<file path="config.mk">
export PLATFORM = sky130hd
export DESIGN_NAME = alu_arbiter_flat
export DESIGN_NICKNAME = d
export VERILOG_FILES = /design/src/rtl/alu_pkg.sv /design/src/rtl/alu_arbiter_if.sv /design/src/rtl/alu_arbiter_alu.sv /design/src/rtl/alu_arbiter.sv /design/src/flat_wrapper.sv
export SDC_FILE = /design/constraint.sdc
export NUM_CORES = 1
export LEC_CHECK = 0
export CAP_MARGIN = 10
export CORE_MARGIN = 3
export CORE_UTILIZATION = 28
export CTS_BUF_LIST = sky130_fd_sc_hd__clkbuf_8
export DETAILED_ROUTE_END_ITERATION = 16
export PLACE_DENSITY_LB_ADDON = 0.08
export SLEW_MARGIN = 25
export SYNTH_ARGS = -nofsm -noshare
export SYNTH_HDL_FRONTEND = slang
export SYNTH_SLANG_ARGS = --single-unit
</file>
<file path="constraint.sdc">
create_clock -name clk -period 6 [get_ports clk]
set_clock_uncertainty 0.1 [all_clocks]
set_input_delay 1.2 -clock clk [delete_from_list [all_inputs] [get_ports clk]]
set_output_delay 1.2 -clock clk [all_outputs]
set_load 0.01 [all_outputs]
</file>
<file path="src/rtl/alu_pkg.sv">
// Shared types and constants for the arbitrated 12-bit ALU.
package alu_pkg;

  localparam int ALU_DW   = 12;
  localparam int ALU_NREQ = 2;

  typedef enum logic [2:0] {
    OP_ADD = 3'b001,
    OP_SUB = 3'b010,
    OP_AND = 3'b011,
    OP_OR  = 3'b100,
    OP_XOR = 3'b101,
    OP_CMP = 3'b110
  } alu_op_t;

  typedef enum logic [1:0] {
    IDLE,
    EXEC,
    RESP
  } arb_state_t;

  // Encodings 000 and 111 have no operation behind them.
  function automatic logic op_is_illegal(input logic [2:0] op);
    return (op == 3'b000) || (op == 3'b111);
  endfunction

endpackage

</file>
<file path="src/rtl/alu_arbiter_if.sv">
// Request/response bundle between the requesters, the response consumer and alu_arbiter.
interface alu_arbiter_if #(
  parameter int DW   = alu_pkg::ALU_DW,
  parameter int NREQ = alu_pkg::ALU_NREQ
);
  logic [NREQ-1:0]         req_valid;
  logic [NREQ-1:0]         req_ready;
  logic [NREQ-1:0][2:0]    req_op;
  logic [NREQ-1:0][DW-1:0] req_a;
  logic [NREQ-1:0][DW-1:0] req_b;
  logic                    rsp_valid;
  logic                    rsp_ready;
  logic                    rsp_id;
  logic [DW-1:0]           rsp_result;
  logic                    rsp_zero;
  logic                    rsp_err;

  modport master (
    output req_valid, req_op, req_a, req_b, rsp_ready,
    input  req_ready, rsp_valid, rsp_id, rsp_result, rsp_zero, rsp_err
  );

  modport slave (
    input  req_valid, req_op, req_a, req_b, rsp_ready,
    output req_ready, rsp_valid, rsp_id, rsp_result, rsp_zero, rsp_err
  );
endinterface

</file>
<file path="src/rtl/alu_arbiter_alu.sv">
// Combinational ALU: ADD/SUB/AND/OR/XOR/CMP, result modulo 2^DW, zero only for CMP.
module alu_arbiter_alu
  import alu_pkg::*;
#(
  parameter int DW = ALU_DW
) (
  input  logic [DW-1:0] src_a_i,
  input  logic [DW-1:0] src_b_i,
  input  logic [2:0]    control_i,
  output logic [DW-1:0] result_o,
  output logic          zero_o
);

  always_comb begin
    result_o = '0;
    zero_o   = 1'b0;
    case (control_i)
      OP_ADD: result_o = src_a_i + src_b_i;
      OP_SUB: result_o = src_a_i - src_b_i;
      OP_AND: result_o = src_a_i & src_b_i;
      OP_OR:  result_o = src_a_i | src_b_i;
      OP_XOR: result_o = src_a_i ^ src_b_i;
      OP_CMP: begin
        result_o = src_a_i - src_b_i;
        zero_o   = (src_a_i == src_b_i);
      end
      default: ;
    endcase
  end

endmodule

</file>
<file path="src/rtl/alu_arbiter.sv">
// Round-robin arbiter sharing one ALU between two requesters; IDLE -> EXEC -> RESP per op.
module alu_arbiter
  import alu_pkg::*;
#(
  parameter int DW   = ALU_DW,
  parameter int NREQ = ALU_NREQ
) (
  input  logic         clk,
  input  logic         reset,
  alu_arbiter_if.slave bus
);

  arb_state_t    state_q, state_d;
  logic          prio_q;
  logic          id_q;
  logic [2:0]    op_q;
  logic [DW-1:0] a_q, b_q;

  logic          rsp_id_q, rsp_zero_q, rsp_err_q;
  logic [DW-1:0] rsp_result_q;

  logic          gnt_id;
  logic          grant_en;
  logic [DW-1:0] alu_result;
  logic          alu_zero;

  // prio only breaks ties; a lone requester wins regardless of it.
  always_comb begin
    gnt_id = 1'b0;
    if (bus.req_valid[0] && bus.req_valid[1]) begin
      gnt_id = prio_q;
    end else if (bus.req_valid[1]) begin
      gnt_id = 1'b1;
    end
  end

  assign grant_en = (state_q == IDLE) && !reset && (|bus.req_valid);

  for (genvar gi = 0; gi < NREQ; gi++) begin : g_ready
    assign bus.req_ready[gi] = grant_en && (gnt_id == 1'(gi));
  end

  always_ff @(posedge clk) begin
    if (reset) begin
      state_q <= IDLE;
    end else begin
      state_q <= state_d;
    end
  end

  always_comb begin
    state_d = state_q;
    case (state_q)
      IDLE:    if (grant_en) state_d = EXEC;
      EXEC:    state_d = RESP;
      RESP:    if (bus.rsp_ready) state_d = IDLE;
      default: state_d = IDLE;
    endcase
  end

  always_ff @(posedge clk) begin
    if (reset) begin
      prio_q       <= 1'b0;
      id_q         <= 1'b0;
      op_q         <= '0;
      a_q          <= '0;
      b_q          <= '0;
      rsp_id_q     <= 1'b0;
      rsp_result_q <= '0;
      rsp_zero_q   <= 1'b0;
      rsp_err_q    <= 1'b0;
    end else begin
      if (grant_en) begin
        id_q   <= gnt_id;
        op_q   <= bus.req_op[gnt_id];
        a_q    <= bus.req_a[gnt_id];
        b_q    <= bus.req_b[gnt_id];
        prio_q <= ~gnt_id;
      end
      // Response registers only move in EXEC, so they hold through RESP backpressure.
      if (state_q == EXEC) begin
        rsp_id_q     <= id_q;
        rsp_result_q <= alu_result;
        rsp_zero_q   <= alu_zero;
        rsp_err_q    <= op_is_illegal(op_q);
      end
    end
  end

  alu_arbiter_alu #(.DW(DW)) u_alu (
    .src_a_i   (a_q),
    .src_b_i   (b_q),
    .control_i (op_q),
    .result_o  (alu_result),
    .zero_o    (alu_zero)
  );

  assign bus.rsp_valid  = (state_q == RESP);
  assign bus.rsp_id     = rsp_id_q;
  assign bus.rsp_result = rsp_result_q;
  assign bus.rsp_zero   = rsp_zero_q;
  assign bus.rsp_err    = rsp_err_q;

endmodule

</file>
<file path="src/flat_wrapper.sv">
// flat-port wrapper written by rule: the top's interface ports become plain ports
module alu_arbiter_flat import alu_pkg::*;
#(
  parameter int DW   = ALU_DW,
  parameter int NREQ = ALU_NREQ
)
  (clk, reset, bus_req_valid, bus_req_op, bus_req_a, bus_req_b, bus_rsp_ready, bus_req_ready, bus_rsp_valid, bus_rsp_id, bus_rsp_result, bus_rsp_zero, bus_rsp_err);
  alu_arbiter_if #(.DW(DW), .NREQ(NREQ)) bus_i ();
  input  logic clk;
  input  logic reset;
  input wire logic [$bits(bus_i.req_valid)-1:0] bus_req_valid;
  input wire logic [$bits(bus_i.req_op)-1:0] bus_req_op;
  input wire logic [$bits(bus_i.req_a)-1:0] bus_req_a;
  input wire logic [$bits(bus_i.req_b)-1:0] bus_req_b;
  input wire logic [$bits(bus_i.rsp_ready)-1:0] bus_rsp_ready;
  output wire logic [$bits(bus_i.req_ready)-1:0] bus_req_ready;
  output wire logic [$bits(bus_i.rsp_valid)-1:0] bus_rsp_valid;
  output wire logic [$bits(bus_i.rsp_id)-1:0] bus_rsp_id;
  output wire logic [$bits(bus_i.rsp_result)-1:0] bus_rsp_result;
  output wire logic [$bits(bus_i.rsp_zero)-1:0] bus_rsp_zero;
  output wire logic [$bits(bus_i.rsp_err)-1:0] bus_rsp_err;
  assign bus_i.req_valid = bus_req_valid;
  assign bus_i.req_op = bus_req_op;
  assign bus_i.req_a = bus_req_a;
  assign bus_i.req_b = bus_req_b;
  assign bus_i.rsp_ready = bus_rsp_ready;
  assign bus_req_ready = bus_i.req_ready;
  assign bus_rsp_valid = bus_i.rsp_valid;
  assign bus_rsp_id = bus_i.rsp_id;
  assign bus_rsp_result = bus_i.rsp_result;
  assign bus_rsp_zero = bus_i.rsp_zero;
  assign bus_rsp_err = bus_i.rsp_err;
  alu_arbiter #(.DW(DW), .NREQ(NREQ)) u_core (.clk(clk), .reset(reset), .bus(bus_i));
endmodule
</file>
==> run_results.csv <==
group,metric,value,unit
run_status,status,"finished clean",
yosys,synth_cell_types,59,
worst_setup_path,crit_path_frequent_cell,"clkdlybuf4s50_1",
yosys,synth.cell_area,3610,um^2
yosys,synth-async-reset-ratio,0,%
die,core_area,12300,um^2
power_and_ir_drop,cellLeakagePower,1.79,nW
power_and_ir_drop,p_sw,0.000360,W
sta,rsz0062_at_grt,"no",
finish,synthToLayoutAreaGrowth,26.8,%
die,rows,40,
detailed_routing,routed-via-count,3315,
worst_setup_path,critPathBufInv,4,
worst_setup_path,critPathCaptureType,"output port",
worst_setup_path,r2r_slack,3230,ps
grt,antenna_found_initial,0,
clock_tree,postCtsSetupBuffers,0,
power_and_ir_drop,irDropWorstVdd,0.108,mV
sta,period_needed,4420,ps
power_and_ir_drop,p_comb_share,37.9,%
placed_design,port_buffers,76,
worst_setup_path,path_depth,6,
yosys,synth_edf_count,0,
grt,track_usage,14.8,%
finish,final_common_cell,"clkdlybuf4s50_1",
detailed_routing,drt_iter0_markers,133,
sta,fin_crit_sh,73.6,%
clock_tree,cts_resized,0,
clock_tree,cts_tree,"done",
yosys,syn_inst,447,
worst_setup_path,crit_end,"bus_req_ready[1]",
min_path,hp-class,"register to register",
yosys,syn_nets,544,
placed_design,hpwl,8100,um
worst_setup_path,crit_required,4700,ps
power_and_ir_drop,power_frac_seq,36.6,%
clock_tree,h-tree-depth,2,
yosys,synth.avg_cell_area,8.07,um^2
yosys,ys_seq_elements,46,
worst_setup_path,path_cells,"clkdlybuf4s50_1 > inv_1 > o21ai_4 > buf_4 > nor2_1 > clkdlybuf4s50_1",
yosys,yosysSeqAreaShare,25.5,%
detailed_routing,drc,0,
detailed_routing,drt_first_pass_iters,4,
clock_tree,hold_buffers,0,
yosys,yosys_warnings,0,
die,start_util,29.3,%
worst_setup_path,critPathKind,"primary input to output port",
sta,slew_headroom,45.2,%
sta,hold_violations,0,
detailed_routing,vias_per_cell,4.95,
sta,timing.fmax,226,MHz
yosys,ys.flop_type,"dfxtp_1",
clock_tree,cts-root-buf,"clkbuf_8",
placed_design,globalplace.congestion,0.869,
worst_setup_path,r2r-end,"u_core.bus.rsp_result[5]",
detailed_routing,antenna_left,0,
grt,grt_remaining_overflow,0,
worst_setup_path,critical-path-slowest-cell,"clkdlybuf4s50_1",
worst_setup_path,path_delay_family,"buffers and inverters",
placed_design,pre_cts_ws,1570,ps
worst_setup_path,crit_path_max_incr_delay,490,ps
finish,diodes,0,
power_and_ir_drop,power.internal,0.000623,W
die,die-area,14300,um^2
power_and_ir_drop,power.clock.fraction,25.5,%
clock_tree,cts_max_path_buffers,2,
sta,slew_viol_final,0,
worst_setup_path,rr_startpoint,"u_core.a_q[4]",
grt,grt_max_degree,57,
sta,setup_ws,1580,ps
sta,holdWs,367,ps
sta,worst_slew_pin_slew,809,ps
worst_setup_path,setup.worst_path.start_class,"primary input",
die,die_w,119,um
worst_setup_path,crit_start,"bus_req_valid[0]",
finish,post-route-util,37.1,%
sta,setup-tns-final,0,ps
detailed_routing,wl_per_cell,15.7,um
detailed_routing,drt-total-wl,10500,um
clock_tree,cts_buffers,5,
finish,drive_gt1_share,4.78,%
die,die_h,119,um
grt,grt_pass1_wl,17000,um
clock_tree,clock_latency,330,ps
clock_tree,cts.sinks,46,
finish,final.fill_count,1329,
grt,grt_pass1_vias,3287,
die,io_pins,77,
clock_tree,clk_pin_slew,90,ps
finish,nNetsFinal,598,
worst_setup_path,r2r.worst_path.cells,8,
finish,final_cell_mix,"75 x clkdlybuf4s50_1, 54 x nor2_1, 46 x dfxtp_1",
worst_setup_path,critPathMaxFanout,20,
worst_setup_path,crit_arrival,3120,ps
run,drv_cap,0,
sta,setup_viol,0,
power_and_ir_drop,netSwitchingFraction,36.6,%
power_and_ir_drop,powerDensity,215,nW/um^2
[synth_stat cells, types with 2 or more instances]
library cell | count | area share [%]
a211oi_1 | 29 | 6.0
a21boi_1 | 2 | 0.42
a21oi_1 | 34 | 4.7
a221oi_1 | 9 | 2.2
a221oi_2 | 2 | 0.83
a22oi_1 | 5 | 1.0
a31oi_1 | 3 | 0.52
and2_1 | 3 | 0.52
and3_1 | 4 | 0.69
buf_1 | 2 | 0.21
buf_2 | 14 | 1.9
clkbuf_1 | 14 | 1.5
dfxtp_1 | 46 | 26
fa_1 | 2 | 1.1
ha_1 | 36 | 12
inv_1 | 38 | 4.0
mux2i_1 | 31 | 8.6
nand2_1 | 22 | 2.3
nand2b_1 | 5 | 0.87
nand3_1 | 3 | 0.42
nor2_1 | 54 | 5.6
nor2b_1 | 3 | 0.52
nor3_1 | 7 | 0.97
o211ai_1 | 5 | 1.0
o21ai_0 | 15 | 2.1
o21bai_1 | 7 | 1.5
o221ai_1 | 4 | 0.97
o22ai_1 | 2 | 0.35
o311ai_1 | 2 | 0.49
o31a_1 | 2 | 0.49
or3_1 | 4 | 0.69
xnor2_1 | 10 | 2.4
xor2_1 | 2 | 0.49
[worst register-to-register path, stage by stage, from the launching register on]
cell and delay (ps):
dfxtp_1 400, inv_1 70, ha_1 440, nand2_1 150
o311ai_1 730, nand2b_1 150, xnor2_1 160, a221oi_1 330
a211oi_1 100
[area by class of cell]
type | instances | area (um^2) | area share, %
Sequential cell | 46 | 921 | 20.1
Clock buffer | 5 | 68.8 | 1.51
Timing Repair Buffer | 80 | 786 | 17.2
Multi-Input combinational cell | 330 | 2400 | 52.5
Clock inverter | 3 | 43.8 | 0.958
Inverter | 38 | 143 | 3.12
Tap cell | 168 | 210 | 4.60
[per-layer routing]
metal	share of wire, %	GRT usage [%]	routed length [um]	vias to the layer above
met3	4.6	2.47	481	12
met1	47	19.2	4930	1531
met4	1.7	5.08	177	0
li1	-	-	-	1699
met2	47	25.0	4900	73
met5	0	0	0	-
[stage by stage]
step	total power [W]	std cells	instance area (um^2)
2_1_floorplan	0.000623	447	3610
3_3_place_gp	0.000738	662	4460
3_5_place_dp	0.000740	662	4460
4_1_cts	0.000995	670	4570
5_1_grt	0.00105	670	4570
6_report	0.000982	670	4570
[power groups by stage]
stage,Clock (W),Sequential [W],Combinational [W]
finish,0.000251,0.000359,0.000372
global route,0.000270,0.000365,0.000415
CTS,0.000261,0.000361,0.000373
detailed placement,0,0.000368,0.000372
global placement,0,0.000366,0.000371
floorplan,0,0.000352,0.000271
[flip-flops by register name, summed over array words and instances (netlist names)]
signal,cells
u_core.a_q,12
u_core.b_q,12
u_core.bus.rsp_err,1
u_core.bus.rsp_id,1
u_core.bus.rsp_result,12
u_core.bus.rsp_zero,1
u_core.id_q,1
u_core.op_q,3
u_core.prio_q,1
u_core.state_q,2
[worst min-delay path by stage]
stage | start | endpoint | slack [ps] | depth (start not counted)
after CTS | u_core.bus.rsp_result[4] | u_core.bus.rsp_result[4] | 370 | 2
final | u_core.bus.rsp_result[4] | u_core.bus.rsp_result[4] | 370 | 2
after global routing | u_core.bus.rsp_result[4] | u_core.bus.rsp_result[4] | 410 | 2
after detailed placement | u_core.bus.rsp_result[4] | u_core.bus.rsp_result[4] | 360 | 2
after global placement | u_core.bus.rsp_result[4] | u_core.bus.rsp_result[4] | 350 | 2
after floorplan | u_core.id_q | u_core.id_q | 360 | 2
[cell families after synthesis]
group | Yosys count | share of synthesized area [%]
muxes | 31 | 8.61
and+or+nand+nor | 117 | 15.3
buffers and inverters | 71 | 8.22
xor gates and xnor gates | 12 | 2.91
adders and majority gates | 38 | 13.6
DFF | 46 | 25.5
AOI/OAI and AO/OA | 132 | 25.8
Note: power is estimated with default switching activity, not from simulation.
